## config.mk

```make
export PLATFORM = sky130hd
export DESIGN_NAME = input_arbiter_flat
export DESIGN_NICKNAME = d
export VERILOG_FILES = /design/src/rtl/input_arbiter_if.sv /design/src/rtl/input_arbiter.sv /design/src/flat_wrapper.sv
export SDC_FILE = /design/constraint.sdc
export NUM_CORES = 1
export LEC_CHECK = 0
export ABC_AREA = 1
export BUFFER_PORTS_ARGS = -buffer_cell sky130_fd_sc_hd__clkbuf_2
export CAP_MARGIN = 20
export CORE_MARGIN = 2
export CORE_UTILIZATION = 53
export DETAILED_ROUTE_END_ITERATION = 7
export PLACE_DENSITY = 0.82
export SYNTH_ARGS = -nofsm -noshare
export SYNTH_HDL_FRONTEND = slang
export SYNTH_SLANG_ARGS = --single-unit
```

## constraint.sdc

```tcl
create_clock -name clk -period 2 [get_ports clk]
set_input_delay 0 -clock clk [delete_from_list [all_inputs] [get_ports clk]]
set_output_delay 0 -clock clk [all_outputs]
set_load 0.005 [all_outputs]
```

## src/rtl/input_arbiter_if.sv

```systemverilog
// ----------------------------------------------------------------------------
// input_arbiter_if
// Purpose : bundles the per-frame api levels coming from the ps2 decoder and
//           the per-frame player commands going to game logic.
// Signals : frame_tick          1-cycle frame strobe
//           api_esc             api[0][RST] level
//           api_kbd1/2, mouse   6-bit api levels {DN_SW, UP_SW, RIGHT, LEFT, JUMP, RST}
//           p1_cmd, p2_cmd      {down_sw, up_sw, right, left, jump}
//           cmd_valid           1-cycle strobe, commands updated
//           p2_owner            0 IDLE, 1 KBD, 2 MOUSE
//           game_rst            1-cycle pulse on ESC rising edge
// Modports: master drives the api side (decoder / testbench),
//           slave is the arbiter.
// ----------------------------------------------------------------------------
interface input_arbiter_if;
    logic       frame_tick;
    logic       api_esc;
    logic [5:0] api_kbd1;
    logic [5:0] api_kbd2;
    logic [5:0] api_mouse;
    logic [4:0] p1_cmd;
    logic [4:0] p2_cmd;
    logic       cmd_valid;
    logic [1:0] p2_owner;
    logic       game_rst;

    modport master (
        output frame_tick, api_esc, api_kbd1, api_kbd2, api_mouse,
        input  p1_cmd, p2_cmd, cmd_valid, p2_owner, game_rst
    );

    modport slave (
        input  frame_tick, api_esc, api_kbd1, api_kbd2, api_mouse,
        output p1_cmd, p2_cmd, cmd_valid, p2_owner, game_rst
    );
endinterface

```

## src/rtl/input_arbiter.sv

```systemverilog
// ----------------------------------------------------------------------------
// input_arbiter
// Purpose : turns level key states into frame-aligned player commands.
//           P1 comes from keyboard group 1. P2 comes from keyboard group 2 or
//           the mouse/gyro group, whichever owns P2. Moves are levels, jumps
//           are one-shot, swings are one-shot and rate limited by a per-player
//           cooldown. ESC rising produces a one-shot game reset request.
// Ports   : clk    system clock
//           rst_n  async active-low reset
//           bus    input_arbiter_if.slave (api levels in, commands out)
// Params  : COOLDOWN    frames swings stay blocked after a swing fires (>=1)
//           HOLD_FRAMES idle frames before the P2 owner releases (>=1)
// Config  : P2_MOUSE_ARB_EN defined   -> P2 arbitrated between kbd2 and mouse.
//           P2_MOUSE_ARB_EN undefined -> P2 always follows kbd2, mouse ignored.
// ----------------------------------------------------------------------------
module input_arbiter #(
    parameter int COOLDOWN    = 6,
    parameter int HOLD_FRAMES = 30
) (
    input logic            clk,
    input logic            rst_n,
    input_arbiter_if.slave bus
);
    localparam int CD_W   = $clog2(COOLDOWN + 1);
    localparam int IDLE_W = $clog2(HOLD_FRAMES + 1);
    localparam logic [CD_W-1:0] CD_LOAD = CD_W'(COOLDOWN);

    typedef enum logic [1:0] {
        OWN_IDLE  = 2'd0,
        OWN_KBD   = 2'd1,
        OWN_MOUSE = 2'd2
    } owner_e;

    typedef struct packed {
        logic [4:0] cmd;
        logic       fire;
    } decode_t;

    // One source's command for this frame. cur/prev are bits 5..1 of the api
    // levels (RST bit excluded). swing_ok is the player's cooldown==0.
    function automatic decode_t decode(input logic [5:1] cur,
                                       input logic [5:1] prev,
                                       input logic       swing_ok);
        logic [5:1] rise;
        decode_t    res;
        rise         = cur & ~prev;
        res          = '0;
        res.cmd[0]   = rise[1];
        res.cmd[1]   = cur[2] & ~cur[3];   // LEFT+RIGHT cancel
        res.cmd[2]   = cur[3] & ~cur[2];
        if (swing_ok) begin
            if (rise[4]) begin            // UP wins over a simultaneous DOWN
                res.cmd[3] = 1'b1;
                res.fire   = 1'b1;
            end else if (rise[5]) begin
                res.cmd[4] = 1'b1;
                res.fire   = 1'b1;
            end
        end
        return res;
    endfunction

    function automatic logic [CD_W-1:0] cd_next(input logic [CD_W-1:0] cd,
                                                input logic            fire);
        if (fire)
            return CD_LOAD;
        if (cd != '0)
            return cd - CD_W'(1);
        return cd;
    endfunction

    logic            hist_esc_q,  hist_esc_d;
    logic [5:1]      hist_kbd1_q, hist_kbd1_d;
    logic [5:1]      hist_kbd2_q, hist_kbd2_d;
    logic [CD_W-1:0] cd1_q, cd1_d;
    logic [CD_W-1:0] cd2_q, cd2_d;
    owner_e          owner_q, owner_d;
    logic [4:0]      p1_cmd_q, p1_cmd_d;
    logic [4:0]      p2_cmd_q, p2_cmd_d;
    logic            cmd_valid_q, cmd_valid_d;
    logic            game_rst_q, game_rst_d;
`ifdef P2_MOUSE_ARB_EN
    logic [5:1]        hist_mouse_q, hist_mouse_d;
    logic [IDLE_W-1:0] idle_cnt_q, idle_cnt_d;
    logic              kbd2_act, mouse_act, own_act;
`endif

    logic [5:1] p2_src;
    logic [5:1] p2_prev;
    logic       p2_en;
    decode_t    dec1, dec2;

    // NOTE: every signal written here gets a default first, so no path can
    // leave one unassigned and infer a latch.
    always_comb begin
        hist_esc_d  = hist_esc_q;
        hist_kbd1_d = hist_kbd1_q;
        hist_kbd2_d = hist_kbd2_q;
        cd1_d       = cd1_q;
        cd2_d       = cd2_q;
        owner_d     = owner_q;
        p1_cmd_d    = p1_cmd_q;
        p2_cmd_d    = p2_cmd_q;
        cmd_valid_d = 1'b0;
        game_rst_d  = 1'b0;
        p2_src      = '0;
        p2_prev     = '0;
        p2_en       = 1'b0;
        dec1        = '0;
        dec2        = '0;
`ifdef P2_MOUSE_ARB_EN
        hist_mouse_d = hist_mouse_q;
        idle_cnt_d   = idle_cnt_q;
        kbd2_act     = |bus.api_kbd2[5:1];
        mouse_act    = |bus.api_mouse[5:1];
        own_act      = 1'b0;
`else
        // Without arbitration kbd2 owns P2 from the first clock after reset.
        owner_d      = OWN_KBD;
`endif

        if (bus.frame_tick) begin
            cmd_valid_d = 1'b1;
            game_rst_d  = bus.api_esc & ~hist_esc_q;
            // History tracks every source every frame, owner or not.
            hist_esc_d  = bus.api_esc;
            hist_kbd1_d = bus.api_kbd1[5:1];
            hist_kbd2_d = bus.api_kbd2[5:1];

            dec1     = decode(bus.api_kbd1[5:1], hist_kbd1_q, cd1_q == '0);
            p1_cmd_d = dec1.cmd;
            cd1_d    = cd_next(cd1_q, dec1.fire);

`ifdef P2_MOUSE_ARB_EN
            hist_mouse_d = bus.api_mouse[5:1];
            case (owner_q)
                OWN_IDLE: begin
                    idle_cnt_d = '0;
                    if (kbd2_act)
                        owner_d = OWN_KBD;
                    else if (mouse_act)
                        owner_d = OWN_MOUSE;
                end
                OWN_KBD, OWN_MOUSE: begin
                    own_act = (owner_q == OWN_KBD) ? kbd2_act : mouse_act;
                    if (own_act)
                        idle_cnt_d = '0;
                    else if (idle_cnt_q != IDLE_W'(HOLD_FRAMES))
                        idle_cnt_d = idle_cnt_q + IDLE_W'(1);
                    if (idle_cnt_d == IDLE_W'(HOLD_FRAMES)) begin
                        owner_d    = OWN_IDLE;
                        idle_cnt_d = '0;
                    end
                end
                default: begin
                    owner_d    = OWN_IDLE;
                    idle_cnt_d = '0;
                end
            endcase
            // The owner granted this frame already drives this frame's command.
            if (owner_d == OWN_KBD) begin
                p2_src  = bus.api_kbd2[5:1];
                p2_prev = hist_kbd2_q;
                p2_en   = 1'b1;
            end else if (owner_d == OWN_MOUSE) begin
                p2_src  = bus.api_mouse[5:1];
                p2_prev = hist_mouse_q;
                p2_en   = 1'b1;
            end
`else
            p2_src  = bus.api_kbd2[5:1];
            p2_prev = hist_kbd2_q;
            p2_en   = 1'b1;
`endif
            if (p2_en)
                dec2 = decode(p2_src, p2_prev, cd2_q == '0);
            p2_cmd_d = dec2.cmd;                  // zero while IDLE
            cd2_d    = cd_next(cd2_q, dec2.fire); // per player, survives owner change
        end
    end

    // NOTE: sequential state uses non-blocking assignments so every flop
    // samples pre-edge values regardless of statement order.
    always_ff @(posedge clk or negedge rst_n) begin
        if (!rst_n) begin
            hist_esc_q   <= 1'b0;
            hist_kbd1_q  <= '0;
            hist_kbd2_q  <= '0;
            cd1_q        <= '0;
            cd2_q        <= '0;
            owner_q      <= OWN_IDLE;
            p1_cmd_q     <= '0;
            p2_cmd_q     <= '0;
            cmd_valid_q  <= 1'b0;
            game_rst_q   <= 1'b0;
`ifdef P2_MOUSE_ARB_EN
            hist_mouse_q <= '0;
            idle_cnt_q   <= '0;
`endif
        end else begin
            hist_esc_q   <= hist_esc_d;
            hist_kbd1_q  <= hist_kbd1_d;
            hist_kbd2_q  <= hist_kbd2_d;
            cd1_q        <= cd1_d;
            cd2_q        <= cd2_d;
            owner_q      <= owner_d;
            p1_cmd_q     <= p1_cmd_d;
            p2_cmd_q     <= p2_cmd_d;
            cmd_valid_q  <= cmd_valid_d;
            game_rst_q   <= game_rst_d;
`ifdef P2_MOUSE_ARB_EN
            hist_mouse_q <= hist_mouse_d;
            idle_cnt_q   <= idle_cnt_d;
`endif
        end
    end

    assign bus.p1_cmd    = p1_cmd_q;
    assign bus.p2_cmd    = p2_cmd_q;
    assign bus.cmd_valid = cmd_valid_q;
    assign bus.p2_owner  = owner_q;
    assign bus.game_rst  = game_rst_q;
endmodule

```

## src/flat_wrapper.sv

```systemverilog
// flat-port wrapper written by rule: the top's interface ports become plain ports
module input_arbiter_flat 
#(
    parameter int COOLDOWN    = 6,
    parameter int HOLD_FRAMES = 30
)
  (clk, rst_n, bus_frame_tick, bus_api_esc, bus_api_kbd1, bus_api_kbd2, bus_api_mouse, bus_p1_cmd, bus_p2_cmd, bus_cmd_valid, bus_p2_owner, bus_game_rst);
  input_arbiter_if bus_i ();
  input logic clk;
  input logic rst_n;
  input wire logic [$bits(bus_i.frame_tick)-1:0] bus_frame_tick;
  input wire logic [$bits(bus_i.api_esc)-1:0] bus_api_esc;
  input wire logic [$bits(bus_i.api_kbd1)-1:0] bus_api_kbd1;
  input wire logic [$bits(bus_i.api_kbd2)-1:0] bus_api_kbd2;
  input wire logic [$bits(bus_i.api_mouse)-1:0] bus_api_mouse;
  output wire logic [$bits(bus_i.p1_cmd)-1:0] bus_p1_cmd;
  output wire logic [$bits(bus_i.p2_cmd)-1:0] bus_p2_cmd;
  output wire logic [$bits(bus_i.cmd_valid)-1:0] bus_cmd_valid;
  output wire logic [$bits(bus_i.p2_owner)-1:0] bus_p2_owner;
  output wire logic [$bits(bus_i.game_rst)-1:0] bus_game_rst;
  assign bus_i.frame_tick = bus_frame_tick;
  assign bus_i.api_esc = bus_api_esc;
  assign bus_i.api_kbd1 = bus_api_kbd1;
  assign bus_i.api_kbd2 = bus_api_kbd2;
  assign bus_i.api_mouse = bus_api_mouse;
  assign bus_p1_cmd = bus_i.p1_cmd;
  assign bus_p2_cmd = bus_i.p2_cmd;
  assign bus_cmd_valid = bus_i.cmd_valid;
  assign bus_p2_owner = bus_i.p2_owner;
  assign bus_game_rst = bus_i.game_rst;
  input_arbiter #(.COOLDOWN(COOLDOWN), .HOLD_FRAMES(HOLD_FRAMES)) u_core (.clk(clk), .rst_n(rst_n), .bus(bus_i));
endmodule
```

==> impl_results.md, run 1 <==
- Status: finished clean
- Clk pwr share: 15.7%
- Unrepaired setup endpoints after global routing: false
- CP Capture Type: register
- Setup violators final: 0
- Worst setup SP type: register
- CTS tree: built
- Share of total power in sequential cells: 51.1%
- Final cell count without fillers: 193
- CP max-delay cell: dfrtp_1
- CP Max Fanout: 3
- Core area: 2170 sq um
- Setup CP Type: register to register
- Pre-Repair DR Iteration Count: 4
- Min cycle time layout: 1347 ps
- ANT nets after route: 0
- Via-per-instance ratio: 4.699
- Mapped Avg Cell Area: 9.267 sq um
- # rows: 17
- Hpwl dp: 1453 microns
- Worst vdd ir: 0.5439 mV
- Placed Cells: 178
- Syn_nets: 154
- DIE WIDTH: 51.31 microns
- Clock sink total: 26
- Clk_lat worst skew: 300 ps
- Sw frac: 33.03%
- Num ports: 36
- Worst EP required: 2200 ps
- GRT Total Usage: 19.13%
- Vias in the first global route: 944
- Max-cap violations: 0
- Avg WL per Cell: 10.67 microns
- Distinct cells, synth: 16
- Part of the power in combinational logic: 33.2%
- Actual slew at the worst max-slew pin: 620.6 ps
- Vias: 907
- Peak Freq: 742.1 MHz
- PwrDens: 915.0 nW/um^2
- Initial DRC count: 6
- Post-Layout Inst Area: 1445 sq um
- GPL Wtd Cong: 0.8092
- Diodes inserted: 0
- Worst hold path class: input pin to register
- Area Growth Syn to Fin: 21.84%
- Setup TNS: 0 ps
- Initial Util: 54.67%
- CP cell instances: inv_1, ha_1, ha_1, nand3_1, nand2_1, nand2_1, nand2_1
- Synth warn: 0
- Nets: 193
- Final Hold Vio Count: 0
- Layout cells sized above 1: 21.21%
- Drt total wl: 2059 microns
- Relative slew margins: 58.63%
- Synthesis-stage register bit count: 26
- Clk_skew: 7.923 ps
- Grt ovf: 0
- TritonCTS Buffers: 3
- Internal: 885.6 uW
- Tcrit/Tclk final: 67.37%
- Total power: 1322 uW
- DRC Markers: 0
- First-pass GRT wire length: 3726 microns
- Post-Syn Instances: 128
- Data arrival time of the critical path: 1550 ps
- Slowest Stage Delay on Critical Path: 360 ps
- Die ar.: 2632 sq um
- Clock transition at path regs: 130 ps
- Largest net degree at the start of global routing: 29
- LEAKAGE: 0.0007964 uW
- Synth Cell Area: 1186 sq um
- Initial antenna violation count: 0
- Sequential fraction of the synthesis area: 54.85%
- NetSw: 436.8 uW
- Root Driver: clkbuf_4
- Slew Viols, Final: 0
- Clock Path Buffers: 2
- Buffers on Ports: 26
- Placed inst area: 1303 sq um
- Most common cell on crit path: nand2_1
- Die Y: 51.31 microns
- Number of H-tree levels: 1
-- Yosys cell counts --
cell type  count  area (sq um)
inv_1         28         105.1
o21ai_1       10         50.05
buf_6          3         33.78
nand2_1       27         101.4
nand3_1       14         70.07
nor2_1         3         11.26
nand2_2        1         6.260
o22ai_1        4         25.02
buf_4          1         7.510
o22ai_2        1         12.51
mux2_4         2         30.03
dfrtp_1       26         650.6
conb_1         2         7.510
nand3_2        1         10.01
buf_8          1         15.01
ha_1           4         50.05
-- layout make-up --
type / instances / area [sq um]
Clock buffer: 3 / 22.52
Fill cell: 196 / 724.4
Inverter: 28 / 105.1
Multi-Input combinational cell: 69 / 374.1
Sequential cell: 26 / 650.6
Tap cell: 28 / 35.03
Timing Repair Buffer: 39 / 257.7
-- metrics by stage --
stage / setup slack, ps / hold slack [ps] / util (%)
global placement: 752.1 / 38.56 / 60.03
global route: 556.5 / 65.18 / 66.61
detailed placement: 668.3 / 46.57 / 60.03
finish: 652.5 / 57.30 / 66.61
floorplan: 835.9 / -295.6 / -
CTS: 649.6 / 44.29 / 66.61
-- critical path, delay by kind of cell, from the launching register on --
family | cells | cell delay (ps)
fa+ha+maj | 2 | 420
simple gates | 4 | 410
flops | 1 | 360
buf+inv | 1 | 60
-- layer usage --
| metal | vias to the layer above | part of all wire (%) | track usage (%) |
|---|---|---|---|
| met5 | - | 0 | 0 |
| met4 | 0 | 0.78 | 6.140 |
| met3 | 2 | 5.0 | 3.801 |
| met2 | 27 | 51 | 35.93 |
| met1 | 413 | 43 | 21.54 |
| li1 | 465 | - | - |
-- placed cells by master, fill, tap and decap left out --
cell,count
nor2_1,3
o22ai_1,4
nand3_1,14
conb_1,2
mux2_4,2
clkbuf_4,3
dlygate4sd3_1,12
dfrtp_1,26
o21ai_1,10
nand2_2,1
buf_4,1
o22ai_2,1
nand2_1,27
nand3_2,1
inv_1,28
ha_1,4
clkbuf_2,26
-- kinds of logic after synthesis --
family | Yosys count | share of synthesized area [%]
AOI/OAI and AO/OA | 15 | 7.384
DFF | 26 | 54.85
other | 2 | 0.6331
adders and majority gates | 4 | 4.220
and+or+nand+nor | 46 | 16.77
buffers and inverters | 33 | 13.61
muxes | 2 | 2.532
-- state kept, by name, summed over array words and instances (netlist names) --
| register | flops |
|---|---|
| u_core.cd1_q | 3 |
| u_core.bus.p2_cmd | 5 |
| u_core.bus.p2_owner | 1 |
| u_core.hist_kbd2_q | 3 |
| u_core.bus.p1_cmd | 5 |
| u_core.bus.cmd_valid | 1 |
| u_core.bus.game_rst | 1 |
| u_core.hist_esc_q | 1 |
| u_core.hist_kbd1_q | 3 |
| u_core.cd2_q | 3 |
-- path summary, 6_finish.rpt --
kind	cells after the start	startpoint	endpoint	slack (ps)
min reg2reg	1	u_core.hist_esc_q	u_core.bus.game_rst	450
max	7	u_core.cd1_q[0]	u_core.cd1_q[2]	650
max in group asynchronous	2	rst_n	u_core.bus.p1_cmd[2]	1370
max reg2reg	7	u_core.cd1_q[0]	u_core.cd1_q[2]	650
min in group asynchronous	2	rst_n	u_core.cd2_q[2]	220
min	4	bus_api_kbd2[3]	u_core.bus.p2_cmd[2]	60
-- power groups by stage --
| stage | logic (uW) | clock network [uW] | registers [uW] |
|---|---|---|---|
| final | 439 | 208 | 676 |
| after detailed placement | 428 | 0 | 684 |
| after floorplan | 313 | 0 | 677 |
| after global placement | 384 | 0 | 677 |
| after global routing | 518 | 240 | 687 |
| after CTS | 445 | 219 | 674 |
-- what timing repair did --
action / CTS / global route
resized for setup: 0 / 0
setup endpoints to repair: 0 / 0
endpoints found under the hold margin: 40 / 0
hold buffers: 12 / 0
setup buffers: 0 / 0
Note: power is estimated with default switching activity, not from simulation.
==> inputs of run 2 (changes only) <==
Settings changed: CORE_UTILIZATION 53 to 45, PLACE_DENSITY 0.82 to 0.74.
Clock period 2 ns to 1.2 ns, I/O delays scaled along.
==> run 2 against run 1 <==
Net effect: critical endpoint unchanged; clock skew is 3.9 ps lower; worst setup slack worse by 640 ps; non-clock buffer count is 4 higher; die area is 16% higher; wire length is 18% higher; register-to-register slack worse by 640 ps; largest cell class unchanged.
==> impl_results.md, run 2 (same netlist as run 1, synthesis figures left out) <==
- Status: finished clean
- Post-Route Utilization: 64.44% (-2.2 points)
- Worst vdd ir: 1.042 mV (+92%)
- Initial DRC count: 14 (+8)
- Initial antenna violation count: 0 (unchanged)
- LEAKAGE: 0.0008362 uW (+5.0%)
- Peak Freq: 843.4 MHz (+14%)
- Via-per-instance ratio: 4.880 (+3.8%)
- TritonCTS Buffers: 3 (unchanged)
- Worst EP required: 1420 ps (-780 ps)
- Most frequent cells in the layout: clkbuf_2, dfrtp_1, inv_1, nand2_1, dlygate4sd3_1
- Reg-to-reg critical path startpoint: u_core.cd1_q[0]
- Clk pwr share: 16.0% (+0.3 points)
- DIE WIDTH: 55.34 microns (+7.9%)
- Part of the power in combinational logic: 42.1% (+8.9 points)
- Initial Util: 47.88% (-6.8 points)
- Pre-Repair DR Iteration Count: 4 (unchanged)
- Grt ovf: 0 (unchanged)
- Max-cap violations: 0 (unchanged)
- First-pass GRT wire length: 4036 microns (+8.3%)
- Internal: 1788 uW (+100%)
- Hpwl dp: 1461 microns (+0.50%)
- Total power: 2732 uW (+110%)
- Reg2Reg Depth: 6 (-1)
- Min cycle time layout: 1186 ps (-161.8 ps)
- Avg WL per Cell: 12.13 microns (+14%)
- Sw frac: 34.55% (+1.5 points)
- Final Hold Vio Count: 0 (unchanged)
- Vias: 976 (+7.6%)
- CP Capture Type: register
- Buffers on Ports: 26 (unchanged)
- GRT Total Usage: 16.12% (-3.0 points)
- Clock Path Buffers: 2 (unchanged)
- Clk_skew: 3.978 ps (-3.945 ps)
- Unrepaired setup endpoints after global routing: true
- Clk_lat worst skew: 310 ps (about the same)
- Setup violators final: 0 (unchanged)
- Layout cells sized above 1: 32.35% (+11 points)
- Clock sink total: 26 (unchanged)
- R2R setup slack: 10 ps (-640 ps)
- Tcrit/Tclk final: 98.80% (+31 points)
- CP Max Fanout: 2 (-1)
- Worst hold path class: input pin to async pin
- Share of total power in sequential cells: 41.8% (-9.3 points)
- Die Y: 55.34 microns (+7.9%)
- Drt total wl: 2425 microns (+18%)
- GPL Wtd Cong: 0.7841 (-3.1%)
- DRC Markers: 0 (unchanged)
- Vias in the first global route: 947 (+0.32%)
- # rows: 18 (+1)
- Data arrival time of the critical path: 1400 ps (-150 ps)
- Num ports: 36 (unchanged)
- Clock transition at path regs: 140 ps (about the same)
- Actual slew at the worst max-slew pin: 626.8 ps (+6.205 ps)
- ANT nets after route: 0 (unchanged)
- Area Growth Syn to Fin: 34.60%
- Diodes inserted: 0 (unchanged)
- Nets: 197 (+2.1%)
- Relative slew margins: 58.21% (-0.41 points)
- Root Driver: clkbuf_4
- CTS tree: built
- Die ar.: 3063 sq um (+16%)
- NetSw: 944.1 uW (+120%)
- Core area: 2477 sq um (+14%)
- Slew Viols, Final: 0 (unchanged)
- Largest net degree at the start of global routing: 39 (+34%)
- PwrDens: 1712 nW/um^2 (+87%)
- Setup CP Type: register to register
- Number of H-tree levels: 1 (unchanged)
- Worst setup SP type: register
- Worst R2R End: u_core.cd1_q[2]
run 2: how the worst max path moves through the flow:
stage | startpoint | endpoint | slack (ps) | depth (start not counted)
after floorplan | u_core.cd1_q[0] | u_core.cd1_q[0] | 40 | 7
after global placement | u_core.cd1_q[0] | u_core.cd1_q[0] | 6 | 7
after detailed placement | u_core.cd1_q[0] | u_core.cd1_q[2] | -120 | 7
after CTS | u_core.cd1_q[0] | u_core.cd1_q[2] | 3 | 7
after global routing | u_core.cd2_q[0] | u_core.cd2_q[1] | -40 | 7
final | u_core.cd1_q[0] | u_core.cd1_q[2] | 10 | 6
run 2: what timing repair did:
action	in CTS	in global routing
pin swaps	1	2
gates resized for setup	11	11
buffers inserted	1	2
endpoints found under the hold margin	41	0
setup endpoints to repair	6	6
hold buffers	13	0
run 2: layout make-up:
type	count	area (sq um)
timing repair buffer	43	302.8
fill	200	880.8
sequential	26	650.6
clock buffer	4	36.28
inverter	28	105.1
tap	30	37.54
multi-input combinational	69	464.2
run 2: per-stage QoR:
step                      area (sq um)  setup slack, ps  setup TNS (ps)  instances  hold WS [ps]
after global placement            1318            6.232               0        180         37.99
after CTS                         1534            2.533               0        198         229.8
final                             1597            14.35               0        200         214.2
after floorplan                   1186            35.91               0        128        -295.6
after global routing              1597           -39.88          -68.82        200         261.2
after detailed placement          1318           -120.7          -463.7        180         53.01
run 2: worst max-delay path, cell delays in order, from the launching register on:
cell and delay [ps]:
dfrtp_1 400, inv_2 70, ha_4 160, ha_4 250, nand2_1 50, nand3_1 100, nand2_2 70
run 2: power groups by stage:
stage	combinational (uW)	sequential [uW]	clock, uW
global placement	641	1130	0
detailed placement	727	1150	0
finish	1150	1140	438
floorplan	521	1130	0
CTS	932	1130	450
global route	1280	1160	489
run 2: per-layer routing:
| metal | vias to the layer above | track usage (%) | wire length, microns |
|---|---|---|---|
| met5 | - | 0 | 0 |
| met4 | 0 | 5.226 | 34 |
| met2 | 33 | 28.91 | 1343 |
| met3 | 4 | 2.576 | 80 |
| met1 | 463 | 19.60 | 966 |
| li1 | 476 | - | - |
==> inputs of run 3 (changes only) <==
Settings changed: CORE_UTILIZATION 45 to 42, CTS_BUF_LIST set to sky130_fd_sc_hd__clkbuf_16, PLACE_DENSITY 0.74 to 0.7.
==> run 3 against run 2 <==
Net effect: first-iteration DRC count decreased by 14%; sequential power about the same; die area increased by 6.6%; critical path depth increased by 1; critical endpoint is now u_core.cd2_q[0]; sequential share of layout area decreased by 1.5 points; largest cell class unchanged; wire length decreased by 1.2%; combinational power about the same; clock skew about the same; via count decreased by 3.3%; flip-flop and latch count unchanged; total power increased by 19%; hold slack got worse by 210 ps.
==> impl_results.md, run 3 (same netlist as run 1, synthesis figures left out) <==
- Status: finished clean
- Area Growth Syn to Fin: 39.66%
- Initial Util: 43.77% (-4.1 points)
- Hold endpoint: u_core.bus.p2_cmd[1]
- Worst R2R End: u_core.cd2_q[0]
- CP Capture Type: register
- Avg WL per Cell: 12.05 microns (-0.66%)
- Hpwl dp: 1536 microns (+5.1%)
- Clock sink total: 26 (unchanged)
- First-pass GRT wire length: 4098 microns (+1.5%)
- Initial antenna violation count: 0 (unchanged)
- CP max-delay cell: dfrtp_1
- GRT Total Usage: 16.45% (+0.33 points)
- Worst hold margin: 5.731 ps (-208.4 ps)
- Core area: 2710 sq um (+9.4%)
- Actual slew at the worst max-slew pin: 622.2 ps (-4.619 ps)
- Clock transition at path regs: 60 ps (-80 ps)
- NetSw: 988.3 uW (+4.7%)
- Slowest Stage Delay on Critical Path: 370 ps (-30 ps)
- Diodes inserted: 0 (unchanged)
- Internal: 2276 uW (+27%)
- Part of the power in combinational logic: 35.9% (-6.2 points)
- Final Hold Vio Count: 0 (unchanged)
- CP startpoint: u_core.cd2_q[1]
- Worst vdd ir: 1.476 mV (+42%)
- Setup CP Type: register to register
- CTS tree: built
- Tcrit/Tclk final: 98.92% (+0.12 points)
- Data arrival time of the critical path: 1330 ps (-70 ps)
- Min-Delay Path Depth: 4
- DIE WIDTH: 57.14 microns (+3.3%)
- Reg-to-reg critical path startpoint: u_core.cd2_q[1]
- Share of total power in sequential cells: 35.0% (-6.8 points)
- CP cell instances: inv_2, ha_4, ha_4, nand2_4, nand2_4, nand3_4, nand2_2
- Clk_skew: 3.500 ps (-0.4785 ps)
- TritonCTS Buffers: 3 (unchanged)
- Num ports: 36 (unchanged)
- Worst setup SP type: register
- Worst EP required: 1350 ps (-70 ps)
- Place WS: -132.4 ps (-11.67 ps)
- Most frequent cells in the layout: clkbuf_2, dfrtp_1, inv_1, nand2_1
- Reg2Reg Depth: 7 (+1)
- ANT nets after route: 0 (unchanged)
- Clock Path Buffers: 2 (unchanged)
- Initial DRC count: 12 (-2)
- Vias in the first global route: 969 (+2.3%)
- Number of H-tree levels: 1 (unchanged)
- Worst hold path class: input pin to register
- Root Driver: clkbuf_16
- Clk_lat worst skew: 260 ps (-50 ps)
- Largest net degree at the start of global routing: 27 (-31%)
- R2R setup slack: 10 ps (about the same)
- Setup violators final: 0 (unchanged)
- GPL Wtd Cong: 0.6278 (-20%)
- Footprint of the multi-input gates: 479.2 sq um (+3.2%)
- Critical hold path startpoint: bus_api_kbd2[3]
- Sw frac: 30.28% (-4.3 points)
- Unrepaired setup endpoints after global routing: true
- Relative slew margins: 58.52% (+0.31 points)
- Min cycle time layout: 1187 ps (+1.430 ps)
- Final WS setup: 12.92 ps (-1.430 ps)
- Die Y: 57.14 microns (+3.3%)
- Die ar.: 3265 sq um (+6.6%)
- Grt ovf: 0 (unchanged)
- Pre-Repair DR Iteration Count: 4 (unchanged)
- Clk pwr share: 29.0% (+13 points)
- LEAKAGE: 0.0008658 uW (+3.5%)
- DRC Markers: 0 (unchanged)
- Sequential standard cell area: 650.6 sq um (unchanged)
- Drt total wl: 2397 microns (-1.2%)
- Slew Viols, Final: 0 (unchanged)
- Peak Freq: 842.4 MHz (-0.12%)
- PwrDens: 1970 nW/um^2 (+15%)
- Vias: 944 (-3.3%)
- Max-cap violations: 0 (unchanged)
- Via-per-instance ratio: 4.744 (-2.8%)
- CP Max Fanout: 4 (+2)
- Final-layout fill cell count: 231 (+16%)
- Buffers on Ports: 26 (unchanged)
- # rows: 19 (+1)
- Layout cells sized above 1: 33.93% (+1.6 points)
- Nets: 195 (-1.0%)
[run 3: cell count changes in the layout (fill, tap and decap cells not counted), sizes merged]
cell,delta
bufinv,+1
buf,+2
dlygate4sd3,-4
clkbuf,-1
[run 3: worst max-delay path by stage]
stage / end / slack [ps] / cells after the start
finish: u_core.cd2_q[0] / 10 / 7
global route: u_core.cd2_q[0] / -40 / 7
CTS: u_core.cd2_q[1] / 6 / 6
detailed placement: u_core.cd1_q[0] / -130 / 7
global placement: u_core.cd2_q[1] / -20 / 7
floorplan: u_core.cd1_q[0] / 40 / 7
[run 3: area by class of cell]
| cell class | instances | share of cell area, % |
|---|---|---|
| well taps | 31 | 2.341 |
| flip-flops and latches | 26 | 39.27 |
| inverters | 28 | 6.344 |
| clock buffers | 3 | 4.532 |
| repair buffers | 41 | 16.77 |
| clock inverters | 1 | 1.813 |
| multi-input cells | 69 | 28.93 |
[run 3: power by group through the flow]
stage               Clock, uW  Sequential [uW]  Combinational (uW)
floorplan                   0             1130                 521
global placement            0             1130                 670
detailed placement          0             1140                 738
CTS                       966             1130                 950
global route             1010             1160                1330
finish                    948             1140                1170
[run 3: through the flow]
stage	instance area [sq um]	util, %	TNS [ps]	total power (uW)	std cells
after global routing	1657	61.13	-108.7	3497	199
after global placement	1334	49.22	-76.14	1803	183
after floorplan	1186	-	0	1650	128
final	1657	61.13	0	3264	199
after CTS	1602	59.10	0	3050	198
after detailed placement	1334	49.22	-629.9	1881	183
[run 3: routing by layer]
metal | vias up | share of wire [%] | GRT usage [%]
met2 | 25 | 52 | 28.74
li1 | 474 | - | -
met5 | - | 0 | 0
met4 | 0 | 1.6 | 5.980
met1 | 441 | 42 | 19.05
met3 | 4 | 4.8 | 4.989
[run 3: critical path: cells and delay by family (launching register included)]
kind,cells,cell delay (ps)
buf+inv,1,60
fa+ha+maj,2,340
flops,1,370
simple gates,4,320
[run 3: what timing repair did]
action,in CTS,in global routing
setup buffers,2,1
pin swaps,3,3
resized for setup,15,9
setup endpoints to repair,6,6
hold buffers,9,0
endpoints found under the hold margin,36,0
